File: config.mk
export PLATFORM = sky130hd
export DESIGN_NAME = tt_um_spi_master
export DESIGN_NICKNAME = d
export VERILOG_FILES = /design/src/rtl/tt_um_spi_master.sv
export SDC_FILE = /design/constraint.sdc
export NUM_CORES = 1
export LEC_CHECK = 0
export CAP_MARGIN = 20
export CELL_PAD_IN_SITES_DETAIL_PLACEMENT = 0
export CELL_PAD_IN_SITES_GLOBAL_PLACEMENT = 2
export CORE_UTILIZATION = 34
export CTS_CLUSTER_SIZE = 8
export DETAILED_ROUTE_END_ITERATION = 8
export PLACE_DENSITY = 0.88
export SLEW_MARGIN = 40
export SYNTH_ARGS = -nofsm -noshare
export SYNTH_HDL_FRONTEND = slang
export SYNTH_SLANG_ARGS = --single-unit
File: constraint.sdc
create_clock -name clk -period 2.2 [get_ports clk]
set_input_delay 0.44 -clock clk [delete_from_list [all_inputs] [get_ports clk]]
set_output_delay 0.44 -clock clk [all_outputs]
set_load 0.005 [all_outputs]
File: src/rtl/tt_um_spi_master.sv
// Mode-0 SPI master: LSB-first frames of DATAWIDTH bits, sclk half-period of HALF_PERIOD clks.
// Define SPI_MASTER_BUF_EN to add a one-word holding buffer for back-to-back frames.
module tt_um_spi_master #(
  parameter int unsigned DATAWIDTH   = 16,
  parameter int unsigned HALF_PERIOD = 2
) (
  input  logic                 clk,
  input  logic                 nreset,
  input  logic [DATAWIDTH-1:0] data_in,
  input  logic                 start,
  output logic                 ready,
  output logic                 done,
  output logic                 sclk,
  output logic                 mosi,
  output logic                 nsel
);

  localparam int unsigned CNT_W = (HALF_PERIOD > 1) ? $clog2(HALF_PERIOD) : 1;
  localparam int unsigned BIT_W = $clog2(DATAWIDTH + 1);
  localparam logic [CNT_W-1:0] CNT_MAX  = CNT_W'(HALF_PERIOD - 1);
  localparam logic [BIT_W-1:0] BIT_LAST = BIT_W'(DATAWIDTH);

  typedef enum logic [2:0] {
    IDLE  = 3'd0,
    SETUP = 3'd1,
    HIGH  = 3'd2,
    LOW   = 3'd3,
    GAP   = 3'd4
  } state_t;

  state_t                 state_q, state_d;
  logic [CNT_W-1:0]       cnt_q, cnt_d;
  logic [BIT_W-1:0]       bit_q, bit_d;
  logic [DATAWIDTH-1:0]   shift_q, shift_d;
  logic                   ready_d, done_d, sclk_d, mosi_d, nsel_d;
  logic                   accept;
  logic                   half_end;
  logic                   active;

`ifdef SPI_MASTER_BUF_EN
  logic [DATAWIDTH-1:0]   buf_q, buf_d;
  logic                   buf_valid_q, buf_valid_d;
`endif

  // Next-state, counters, shift register and registered-output decode
  always_comb begin
    state_d  = state_q;
    cnt_d    = cnt_q;
    bit_d    = bit_q;
    shift_d  = shift_q;
    done_d   = 1'b0;
    accept   = start & ready;
    half_end = (cnt_q == CNT_MAX);
`ifdef SPI_MASTER_BUF_EN
    buf_d       = buf_q;
    buf_valid_d = buf_valid_q;
`endif

    if (state_q != IDLE) begin
      cnt_d = half_end ? '0 : cnt_q + 1'b1;
    end

    case (state_q)
      IDLE: begin
        if (accept) begin
          state_d = SETUP;
          cnt_d   = '0;
          bit_d   = '0;
          shift_d = data_in;
        end
      end
      SETUP: begin
        if (half_end) state_d = HIGH;
      end
      HIGH: begin
        if (half_end) begin
          state_d = LOW;
          bit_d   = bit_q + 1'b1;
          shift_d = shift_q >> 1;
        end
      end
      LOW: begin
        if (half_end) begin
          if (bit_q == BIT_LAST) begin
            state_d = GAP;
            done_d  = 1'b1;
          end else begin
            state_d = HIGH;
          end
        end
      end
      GAP: begin
        if (half_end) begin
          state_d = IDLE;
`ifdef SPI_MASTER_BUF_EN
          // Chain the held word straight into the next SETUP
          if (buf_valid_q) begin
            state_d     = SETUP;
            bit_d       = '0;
            shift_d     = buf_q;
            buf_valid_d = 1'b0;
          end
`endif
        end
      end
      default: state_d = IDLE;
    endcase

`ifdef SPI_MASTER_BUF_EN
    if (accept && (state_q != IDLE)) begin
      buf_d       = data_in;
      buf_valid_d = 1'b1;
    end
    ready_d = ~buf_valid_d;
`else
    ready_d = (state_d == IDLE);
`endif

    active = (state_d == SETUP) || (state_d == HIGH) || (state_d == LOW);
    nsel_d = ~active;
    sclk_d = (state_d == HIGH);
    mosi_d = active & shift_d[0];
  end

  // State, datapath and output registers
  always_ff @(posedge clk or negedge nreset) begin
    if (!nreset) begin
      state_q <= IDLE;
      cnt_q   <= '0;
      bit_q   <= '0;
      shift_q <= '0;
      ready   <= 1'b1;
      done    <= 1'b0;
      sclk    <= 1'b0;
      mosi    <= 1'b0;
      nsel    <= 1'b1;
    end else begin
      state_q <= state_d;
      cnt_q   <= cnt_d;
      bit_q   <= bit_d;
      shift_q <= shift_d;
      ready   <= ready_d;
      done    <= done_d;
      sclk    <= sclk_d;
      mosi    <= mosi_d;
      nsel    <= nsel_d;
    end
  end

`ifdef SPI_MASTER_BUF_EN
  // Holding buffer for a word accepted while a frame is in flight
  always_ff @(posedge clk or negedge nreset) begin
    if (!nreset) begin
      buf_q       <= '0;
      buf_valid_q <= 1'b0;
    end else begin
      buf_q       <= buf_d;
      buf_valid_q <= buf_valid_d;
    end
  end
`endif

endmodule
# Word-level counts from Yosys, hierarchy flattened
# Cells that the tools add are included.
# W data, S select, Z words.
[classes]
add_sub_neg = 2
n_eq_ne = 10
mux = 20
bitwise_logic = 3
reduce_logical = 7
[op_table]
columns = ["cell", "n"]
rows = [
  ["$mux W16", 2],
  ["$pmux W16 S2", 1],
  ["$mux W3", 6],
  ["$pmux W3 S5", 1],
  ["$eq A3 B2 Y1 const B", 4],
  ["$mux W5", 2],
  ["$pmux W5 S2", 1],
  ["$mux W1", 7],
  ["$eq A3 B1 Y1 const B", 2],
  ["$logic_not A3 Y1", 2],
  ["$add A5 B1 Y5 const B", 1],
  ["$eq A5 B5 Y1 const B", 1],
  ["$ne A2 B2 Y1 const B", 2],
  ["$eq A3 B3 Y1 const B", 1],
  ["$reduce_and A3 Y1", 1],
  ["$reduce_bool A3 Y1", 1],
  ["$and A1 B1 Y1", 2],
  ["$logic_or A1 B1 Y1", 2],
  ["$reduce_bool A2 Y1", 1],
  ["$add A1 B1 Y1 const B", 1],
  ["$not A1 Y1", 1],
]
[word_totals]
register_bits = 30
inputBits = 19
out_inout_bits = 5
wordCells = 52

# Depth between registers and ports, before layout
# Gate-level depths: netlist (run 1).
[depth]
ltp_word = 8
ltp_mapped = 6
depth_no_buf = 5

# Least setup slack after synthesis (run 1)
# No wires, ideal clock.
[synth_timing]
path_kind = "reg-to-reg"
start = "reg state_q[2]"
end = "reg shift_q[3]"
setup_time_ns = 0.126
t_arrival_ns = 1.423
required_time_ns = 2.074
path_slack_ns = 0.651
path_stages_with_launch = 7
n_path_buf = 3
synth_period_minus_slack_ns = 1.549
path_cell_list = "dfrtp_1 buf_6 nor4bb_4 buf_6 a21oi_4 buf_6 a221o_1"
[synth_via]
elab_chain_len = 3
word_cells_on_any_way = 7
classes_between = "eq/ne (3); mux (1); reduce/logical (3)"
[synth_rtl]
columns = ["item", "line", "text"]
rows = [
  ["start, declared", "31", "state_t state_q, state_d;"],
  ["start signal, assigned", "138", "state_q <= state_d;"],
  ["$eq A3 B2 Y1 / $logic_not A3 Y1 (equally long branches)", "63", "case (state_q)"],
  ["$ne A2 B2 Y1 (no source line) / $reduce_bool A2 Y1 (equally long branches)", "--", ""],
  ["$reduce_and A3 Y1 (no source line)", "--", ""],
  ["end signal, assigned", "141", "shift_q <= shift_d;"],
  ["end, declared", "34", "logic [DATAWIDTH-1:0] shift_q, shift_d;"],
]
# Several ways; a longest one is shown, not always the timed one.
# A chain may end at the register's enable or synchronous reset.

# Worst setup path in the final report (run 1)
[layout_timing]
start = "reg ready"
end = "out ready"
[layout_rtl]
columns = ["item", "line", "text"]
rows = [
  ["start, declared", "11", "output logic ready,"],
  ["start signal, assigned", "142", "ready <= ready_d;"],
]
# No word-level cell between the ends.

==> results of run 1 <==
## synth_stat cells (3+ instances only)
cell type / n / area [µm²]
dfrtp_1: 28 / 701
a221o_1: 14 / 140
and3_1: 14 / 87.6
o21ai_0: 7 / 35.0
nand2_1: 5 / 18.8
nand3_1: 5 / 25.0
a21oi_1: 4 / 20.0
inv_1: 4 / 15.0
nor2_1: 4 / 15.0
and2_1: 3 / 18.8
buf_2: 3 / 15.0
buf_6: 3 / 33.8
or3_1: 3 / 18.8
## flip-flops by register name, indices dropped and copies added (netlist names)
register / count
ready: 1
cnt_q: 1
mosi: 1
shift_q: 16
bit_q: 5
state_q: 3
done: 1
sclk: 1
nsel: 1
## power groups by stage
stage	clock [mW]	combinational, mW	sequential, mW
after floorplan	0	0.000212	0.562
after global placement	0	0.0443	0.562
after detailed placement	0	0.0452	0.562
after CTS	0.530	0.0451	0.552
after global routing	0.558	0.0486	0.551
final	0.522	0.0440	0.552
## worst paths after layout
| check | from | end | slack [ns] | cells after the start |
|---|---|---|---|---|
| setup reg to reg | state_q[0]$_DFF_PN0_ | sclk$_DFF_PN0_ | 0.53 | 3 |
| hold reg to reg | shift_q[13]$_DFFE_PN0P_ | shift_q[13]$_DFFE_PN0P_ | 0.52 | 1 |
| min in group asynchronous | nreset | sclk$_DFF_PN0_ | 0.55 | 2 |
| setup / recovery | ready$_DFF_PN1_ | ready | 0.45 | 1 |
| hold / removal | shift_q[13]$_DFFE_PN0P_ | shift_q[13]$_DFFE_PN0P_ | 0.52 | 1 |
| max in group asynchronous | nreset | ready$_DFF_PN1_ | 1.34 | 2 |
## cells by family (layout without fill, tap and decap cells)
group | Yosys count | in the layout | synth area share (%)
flops | 30 | 30 | 52.7
buf+inv | 15 | 41 | 6.39
fa+ha+maj | 2 | 2 | 1.75
simple gates | 44 | 44 | 20.1
compound gates | 31 | 31 | 17.6
mux | 2 | 2 | 1.49
## per-stage QoR
stage / hold slack, ns / total power [mW] / util (%) / worst slack, ns / area, µm²
after floorplan: 0.144 / 0.562 / - / 0.651 / 1430
after global placement: 0.493 / 0.606 / 42.0 / 0.304 / 1690
after detailed placement: 0.501 / 0.607 / 42.0 / 0.249 / 1690
after CTS: 0.519 / 1.13 / 44.7 / 0.447 / 1800
after global routing: 0.539 / 1.16 / 44.7 / 0.353 / 1800
final: 0.517 / 1.12 / 44.7 / 0.452 / 1800
## final cells by class
| cell class | count | area [µm²] | area share (%) |
|---|---|---|---|
| inverter | 4 | 15.0 | 0.834 |
| sequential | 30 | 753 | 41.8 |
| timing repair buffer | 29 | 275 | 15.3 |
| clock buffer | 8 | 110 | 6.12 |
| tap | 50 | 62.6 | 3.47 |
| multi-input combinational | 79 | 584 | 32.5 |
## per-layer routing
metal / share of wire [%] / wire length, µm
met2: 49 / 1450
met1: 46 / 1370
met4: 1.7 / 52
met5: 0 / 0
met3: 3.3 / 98
==> reports/qor.txt, run 1 <==
Clock Power Share: 46.7%
Seq pwr share: 49.4%
Worst-path maximum fanout: 3
Cell breakdown of the critical path: clkdlybuf4s50_1
Clk buf depth: 2
Setup crit start kind: flip-flop
Post-CTS Resized: 0
DR DRC count: 0
Slew headroom: 50.5%
Post-route setup TNS: 0 ns
Core area: 4030 µm²
Most frequent cells in the layout: dfrtp_1, clkdlybuf4s50_1, and3_1, a221o_1, clkbuf_8
Ys async rst share: 100%
YS warnings: 0
Layout Cells excl Fill: 200
Fillers: 385
Worst-Skew Late Latency: 0.28 ns
Clock-pin transition on the worst setup and hold timing paths: 0.07 ns
Via count: 1049
# hold bufs at CTS: 0
Synthesized area: 1430 µm²
Final Cycle Share: 79.5%
Number of vias per cell: 5.25
Maximum clock rate: 572 MHz
Die ar.: 4470 µm²
Post-synthesis sequential area ratio: 52.7%
Final setup fails: 0
1st-iter DRT viols: 81
Share of layout cells above drive strength 1: 13.3%
Final #Nets: 170
Inserted Diodes: 0
Sw power: 222 µW
Die Span Y: 66.8 µm
GR peak layer: met2
Post-synth EDFFs: 0
Largest net degree at the start of global routing: 31
CTS tree: yes
Prevailing post-synth register cell: dfrtp_1
Gpl congestion: 0.744
Post-CTS setup buffer count: 0
GR Util met3: 4.62%
RSZ-0062 raised after global routing: no
# port buffers: 23
Status: completed
Placed Cells incl. Taps: 192
Mean post-synth cell area: 11.5 µm²
Slowest CP cell: dfstp_2
GRT Overall Usage: 15.7%
First-pass GRT wire length: 5.13 mm
Synth Register Bits: 30
Cts bufs inserted: 5
Detailed Place HPWL: 2.10 mm
Pins Over Slew Limit: 0
Synth Net Count: 145
IO Count: 24
Detail Route Antenna Nets: 0
Number of global-route vias before repair: 1086
Aggregate global routing overflow: 0
Layout area overhead: 26.0%
Rows: 23
Die X: 66.8 µm
Peak VDD IR: 0.000208 V
Final wirelength: 2.98 mm
Cells after synthesis: 124
Gate power share: 3.9%
Crit path required time: 1.76 ns
Max-cap violations: 0
Net Sw Frac: 19.8%
Tmin final: 1.75 ns
Sink Count: 30
DRT Pass-1 Iters: 4
Most common cell after layout, fill and taps aside: dfrtp_1
Final hold vios: 0
CP bufs+invs: 1
Critical Path AT: 1.31 ns
Root buf cell: clkbuf_8
H-tree level count: 2
Critical path class: reg -> out
Netlist cell types: 34
CP top delay family: flip-flops
Worst hold-check path type: reg -> reg
WL/cell: 14.9 µm
Setup Skew: 0.00693 ns
Initial antenna violation count: 0
Max stage delay on crit path: 0.54 ns
Initial Utilization: 35.5%
GR Layer Usage met2: 25.3%
Worst-Margin Slew: 0.732 ns
Leakage: 0.839 nW
Internal: 896 µW
Crit. End Element: output pin
Pwr Density: 621 nW/µm²
Grt met1 use: 19.9%
Power figures use the tool's default switching activity.
==> run 2, diff against run 1 <==
CORE_UTILIZATION = 31   (was 34)
PLACE_DENSITY = 0.85   (was 0.88)
clock period = 1.4 ns   (was 2.2 ns; I/O delays follow)
==> run 2 against run 1 <==
Net effect: the run now ends with negative setup slack left; combinational power grew 65%; first-iteration DRC count shrank 3.7%; routed wire length grew 27%; die area grew 9.4%; sequential share of layout area shrank 7.5 points; total power grew 41%; critical path depth grew 3; critical path type is now reg -> reg; largest cell class unchanged; largest power group unchanged.
==> reports/qor.txt, run 2 (synthesis gave the netlist of run 1 again) <==
H-tree level count: 2 (unchanged)
First-pass GRT wire length: 6.13 mm (+20%)
Aggregate global routing overflow: 0 (unchanged)
RSZ-0062 raised after global routing: yes
1st-iter DRT viols: 78 (-3.7%)
# port buffers: 23 (unchanged)
Worst-Margin Slew: 0.249 ns (-0.483 ns)
Layout Cells excl Fill: 233 (+17%)
Launch point of the critical path: state_q[2]$_DFF_PN0_
FF-to-FF setup slack: -0.09 ns (-0.62 ns)
Worst path depth: 4 (+3)
Share of layout cells above drive strength 1: 38.7% (+25 points)
Biggest register: shift_q
GRT Overall Usage: 16.5% (+0.74 points)
Largest net degree at the start of global routing: 31 (unchanged)
Peak VDD IR: 0.000298 V (+43%)
Final Util: 50.2% (+5.5 points)
Pre-CTS WS: -0.320 ns (-0.568 ns)
Layout area overhead: 54.0%
Cell depth of the worst flop-to-flop path: 4 (+1)
Crit. End Element: flip-flop
Leakage: 1.04 nW (+24%)
Worst r2r src: state_q[2]$_DFF_PN0_
DR DRC count: 0 (unchanged)
Detailed Place HPWL: 2.15 mm (+2.3%)
Crit path required time: 1.56 ns (-0.20 ns)
Final WS setup: -0.0934 ns (-0.545 ns)
Number of vias per cell: 5.33 (+1.5%)
Final hold vios: 0 (unchanged)
Final setup fails: 25 (+25)
Fillers: 386 (+0.26%)
Die ar.: 4880 µm² (+9.4%)
Cell breakdown of the critical path: nor4bb_4, buf_4, a21oi_4, a221o_1
Sink Count: 30 (unchanged)
Setup crit start kind: flip-flop
Cts bufs inserted: 5 (unchanged)
Detail Route Antenna Nets: 0 (unchanged)
Die Span Y: 69.9 µm (+4.6%)
Max stage delay on crit path: 0.45 ns (-0.09 ns)
Rows: 24 (+4.3%)
CTS tree: yes
Inserted Diodes: 0 (unchanged)
Root buf cell: clkbuf_8
Final #Nets: 202 (+19%)
Most common cell after layout, fill and taps aside: dfrtp_1
FF-to-FF End: shift_q[8]$_DFFE_PN0P_
Core area: 4380 µm² (+8.8%)
DRT Pass-1 Iters: 4 (unchanged)
Pins Over Slew Limit: 0 (unchanged)
Violated checks: negative setup slack
CP top delay family: flip-flops
Total chip power: 1.58 mW (+41%)
WL/cell: 16.3 µm (+9.4%)
Worst-Skew Late Latency: 0.28 ns (about the same)
Worst hold-check path type: in -> async
Setup Skew: 0.00554 ns (-0.00139 ns)
Final wirelength: 3.80 mm (+27%)
Critical path class: reg -> reg
Final Cycle Share: 107%
Number of global-route vias before repair: 1250 (+15%)
Initial Utilization: 32.6% (-2.9 points)
Initial antenna violation count: 0 (unchanged)
Max reg flops: 16 (unchanged)
IO Count: 24 (unchanged)
CP bufs+invs: 1 (unchanged)
Worst-path maximum fanout: 7 (+4)
Critical Path AT: 1.65 ns (+0.34 ns)
Die X: 69.9 µm (+4.6%)
Clk buf depth: 2 (unchanged)
Tmin final: 1.49 ns
Maximum clock rate: 670 MHz
Slowest CP cell: dfrtp_2
Via count: 1241 (+18%)
Slew headroom: 83.3% (+33 points)
Most frequent cells in the layout: dfrtp_1, buf_4, clkdlybuf4s50_1, and3_1, a221o_1
Placed Cells incl. Taps: 209 (+8.9%)
Clock-pin transition on the worst setup and hold timing paths: 0.06 ns (about the same)
Gpl congestion: 0.745 (about the same)
Status: finished with violations
Leading registers by flop count: shift_q: 16 flops, bit_q: 5 flops, state_q: 3 flops
Max-cap violations: 0 (unchanged)
Pwr Density: 718 nW/µm² (+16%)
Crit path to: shift_q[8]$_DFFE_PN0P_
-- run 2: worst min-delay path by stage --
stage / cells after the start / to
finish: 2 / shift_q[12]$_DFFE_PN0P_
global route: 2 / mosi$_DFF_PN0_
global placement: 1 / shift_q[1]$_DFFE_PN0P_
floorplan: 0 / bit_q[0]$_DFFE_PN0P_
CTS: 2 / shift_q[1]$_DFFE_PN0P_
detailed placement: 1 / shift_q[14]$_DFFE_PN0P_
-- run 2: metrics by stage --
step / hold slack (ns) / TNS (ns) / area, µm²
final: 0.363 / -1.24 / 2200
after global routing: 0.387 / -2.99 / 2200
after CTS: 0.368 / -1.10 / 2100
after detailed placement: 0.501 / -6.69 / 1820
after global placement: 0.494 / -5.63 / 1820
after floorplan: -0.0156 / -1.46 / 1430
-- run 2: layout make-up --
type / count / area [µm²] / share of cell area, %
Tap cell: 52 / 65.1 / 2.96
Clock buffer: 7 / 76.3 / 3.47
Multi-Input combinational cell: 81 / 731 / 33.2
Inverter: 4 / 15.0 / 0.682
Sequential cell: 30 / 756 / 34.3
Timing Repair Buffer: 59 / 558 / 25.4
-- run 2: where the power goes --
part / switching, mW / total [mW] / internal (mW)
logic: 0.0233 / 0.0725 / 0.0492
registers: 0 / 0.868 / 0.868
clock network: 0.298 / 0.640 / 0.341
-- run 2: per-layer routing --
metal / global-route usage, % / vias up / wire (µm)
li1: - / 585 / -
met1: 21.2 / 619 / 1710
met2: 26.3 / 32 / 1890
met3: 3.90 / 5 / 160
met4: 7.33 / 0 / 37
met5: 0 / - / 0
-- run 2: repair_timing --
| item | CTS | global route |
|---|---|---|
| hold buffers | 0 | 0 |
| gates cloned | 4 | 0 |
| pin swaps | 9 | 15 |
| endpoints found under the setup margin | 30 | 31 |
| setup buffers | 12 | 2 |
| gates resized for setup | 26 | 23 |
==> run 3, diff against run 2 <==
CELL_PAD_IN_SITES_DETAIL_PLACEMENT = 2   (was 0)
CORE_UTILIZATION = 28   (was 31)
PLACE_DENSITY = 0.79   (was 0.85)
==> run 3 against run 2 <==
Net effect: the run still ends with negative setup slack left; core utilization down 3.2 points; clock-buffer cell count unchanged; global-route usage is 7.7 points higher; sequential power about the same; fmax decreased by 6.9%; cell area grew 2.8%; clock skew increased by 0.0049 ns; routed wire length up 59%; setup slack lost 0.11 ns; final cell count is 6.4% higher.
==> reports/qor.txt, run 3 (synthesis gave the netlist of run 1 again) <==
Gate power share: 4.7% (about the same)
Sink Count: 30 (unchanged)
Detail Route Antenna Nets: 0 (unchanged)
First-pass GRT wire length: 9.09 mm (+48%)
Leading registers by flop count: shift_q: 16 flops, bit_q: 5 flops, state_q: 3 flops
Detailed Place HPWL: 3.02 mm (+40%)
Worst path most repeated cell: buf_6
Sw power: 393 µW (+22%)
Worst-Margin Slew: 0.319 ns (+0.0700 ns)
Clk buf depth: 2 (unchanged)
GRT Overall Usage: 24.2% (+7.7 points)
Most common cell after layout, fill and taps aside: dfrtp_1
Pwr Density: 754 nW/µm² (+5.1%)
Worst-Skew Late Latency: 0.30 ns (+0.02 ns)
H-tree level count: 2 (unchanged)
Gpl congestion: 0.776 (+4.1%)
Status: finished with violations
Initial antenna violation count: 0 (unchanged)
Final WS setup: -0.204 ns (-0.111 ns)
Worst-path maximum fanout: 7 (unchanged)
Final hold vios: 0 (unchanged)
Setup crit start kind: flip-flop
Critical path class: reg -> reg
Violated checks: negative setup slack
IO Count: 24 (unchanged)
Cell area after layout: 2260 µm² (+2.8%)
Pins Over Slew Limit: 0 (unchanged)
DR DRC count: 0 (unchanged)
Aggregate global routing overflow: 0 (unchanged)
Final Cycle Share: 115% (+7.9 points)
RSZ-0062 raised after global routing: yes
Crit path required time: 1.56 ns (about the same)
Sequential standard cell area: 757 µm² (+0.17%)
DRT Pass-1 Iters: 4 (unchanged)
Slowest CP cell: dfrtp_2
Setup Skew: 0.0105 ns (+0.00491 ns)
Clock Power Share: 44.5% (+4.0 points)
Number of global-route vias before repair: 1501 (+20%)
Layout area overhead: 58.3%
Seq pwr share: 50.8% (-4.1 points)
Cell Area, Placed: 1820 µm² (+0.21%)
Max stage delay on crit path: 0.46 ns (about the same)
Die X: 73.4 µm (+5.1%)
Critical Path AT: 1.77 ns (+0.12 ns)
Most frequent cells in the layout: dfrtp_1, buf_4, clkdlybuf4s50_1, a221o_1, and3_1
FF-to-FF setup slack: -0.20 ns (-0.11 ns)
Die ar.: 5390 µm² (+10%)
Number of vias per cell: 5.40 (+1.4%)
Internal: 1.31 mW (+4.4%)
Root buf cell: clkbuf_8
Peak VDD IR: 0.000431 V (+45%)
Slew headroom: 78.7% (-4.6 points)
Die Span Y: 73.4 µm (+5.1%)
Worst hold-check path type: in -> async
Net Sw Frac: 23.1% (+2.7 points)
Tmin final: 1.60 ns (+0.111 ns)
Max reg flops: 16 (unchanged)
Final #Nets: 201 (-0.50%)
Max-cap violations: 0 (unchanged)
Cts bufs inserted: 5 (unchanged)
Via count: 1339 (+7.9%)
Initial Utilization: 29.7% (-2.9 points)
Core area: 4820 µm² (+9.9%)
Rows: 25 (+4.2%)
Total chip power: 1.71 mW (+8.0%)
Inserted Diodes: 0 (unchanged)
Final wirelength: 6.04 mm (+59%)
1st-iter DRT viols: 97 (+24%)
Crit. End Element: flip-flop
FF-to-FF End: shift_q[4]$_DFFE_PN0P_
Post-route setup TNS: -3.65 ns (-2.42 ns)
# hold bufs at CTS: 0 (unchanged)
# port buffers: 23 (unchanged)
Area of the multi-input gates: 771 µm² (+5.5%)
Largest net degree at the start of global routing: 31 (unchanged)
CTS tree: yes
Biggest register: shift_q
Maximum clock rate: 623 MHz (-6.9%)
Cell breakdown of the critical path: buf_6, nor3_4, buf_6, a21oi_4, a221o_1
WL/cell: 24.4 µm (+50%)
Cell depth of the worst flop-to-flop path: 5 (+1)
Leakage: 1.05 nW (+0.73%)
Worst r2r src: state_q[0]$_DFF_PN0_
Clock-pin transition on the worst setup and hold timing paths: 0.07 ns (about the same)
Final setup fails: 28 (+12%)
Fillers: 492 (+27%)
Share of layout cells above drive strength 1: 43.6% (+5.0 points)
[run 3: power by group through the flow]
stage / registers (mW) / clock network [mW] / logic [mW]
after detailed placement: 0.883 / 0 / 0.0758
after global routing: 0.866 / 0.797 / 0.0844
after global placement: 0.883 / 0 / 0.0729
after floorplan: 0.883 / 0 / 0.000333
after CTS: 0.867 / 0.739 / 0.0769
final: 0.867 / 0.760 / 0.0798
[run 3: cell type report]
type | instances | share of cell area (%)
multi-input combinational | 81 | 34.1
sequential | 30 | 33.5
timing repair buffer | 58 | 24.1
clock buffer | 7 | 3.82
tap | 67 | 3.71
inverter | 4 | 0.664
clock inverter | 1 | 0.221
[run 3: worst max-delay path: cells and delay by family, from the launching register on]
family / cells / cell delay (ns)
flip-flops: 1 / 0.46
AO/OA/AOI/OAI: 2 / 0.43
buffers and inverters: 2 / 0.32
AND/OR/NAND/NOR: 1 / 0.26
[run 3: timing repair]
action                                  CTS  global route
gates resized for setup                  43            23
setup buffers                            13             4
endpoints found under the setup margin   33            31
pin swaps                                14            14
gates cloned                              5             0
[run 3: worst max path at each step]
stage	startpoint	end	slack, ns	cells past startpoint
floorplan	state_q[2]$_DFF_PN0_	shift_q[3]$_DFFE_PN0P_	-0.15	6
global placement	start	shift_q[5]$_DFFE_PN0P_	-0.27	5
detailed placement	start	state_q[0]$_DFF_PN0_	-0.39	4
CTS	state_q[0]$_DFF_PN0_	state_q[2]$_DFF_PN0_	-0.15	5
global route	state_q[0]$_DFF_PN0_	shift_q[4]$_DFFE_PN0P_	-0.24	5
finish	state_q[0]$_DFF_PN0_	shift_q[4]$_DFFE_PN0P_	-0.20	5
[run 3: through the flow]
| stage | hold slack, ns | setup slack (ns) | utilization, % | instances |
|---|---|---|---|---|
| after floorplan | -0.0156 | -0.148 | - | 124 |
| after global placement | 0.492 | -0.272 | 37.8 | 222 |
| after detailed placement | 0.509 | -0.394 | 37.8 | 222 |
| after CTS | 0.362 | -0.146 | 45.3 | 248 |
| after global routing | 0.365 | -0.239 | 47.0 | 248 |
| final | 0.352 | -0.204 | 47.0 | 248 |
[run 3: metal layers]
layer  track usage [%]  part of all wire (%)  up-vias
li1                  -                     -      579
met1              27.6                    42      692
met5                 0                     0        -
met2              41.0                    49       51
met4              12.6                   3.9        0
met3              6.86                   4.3       17
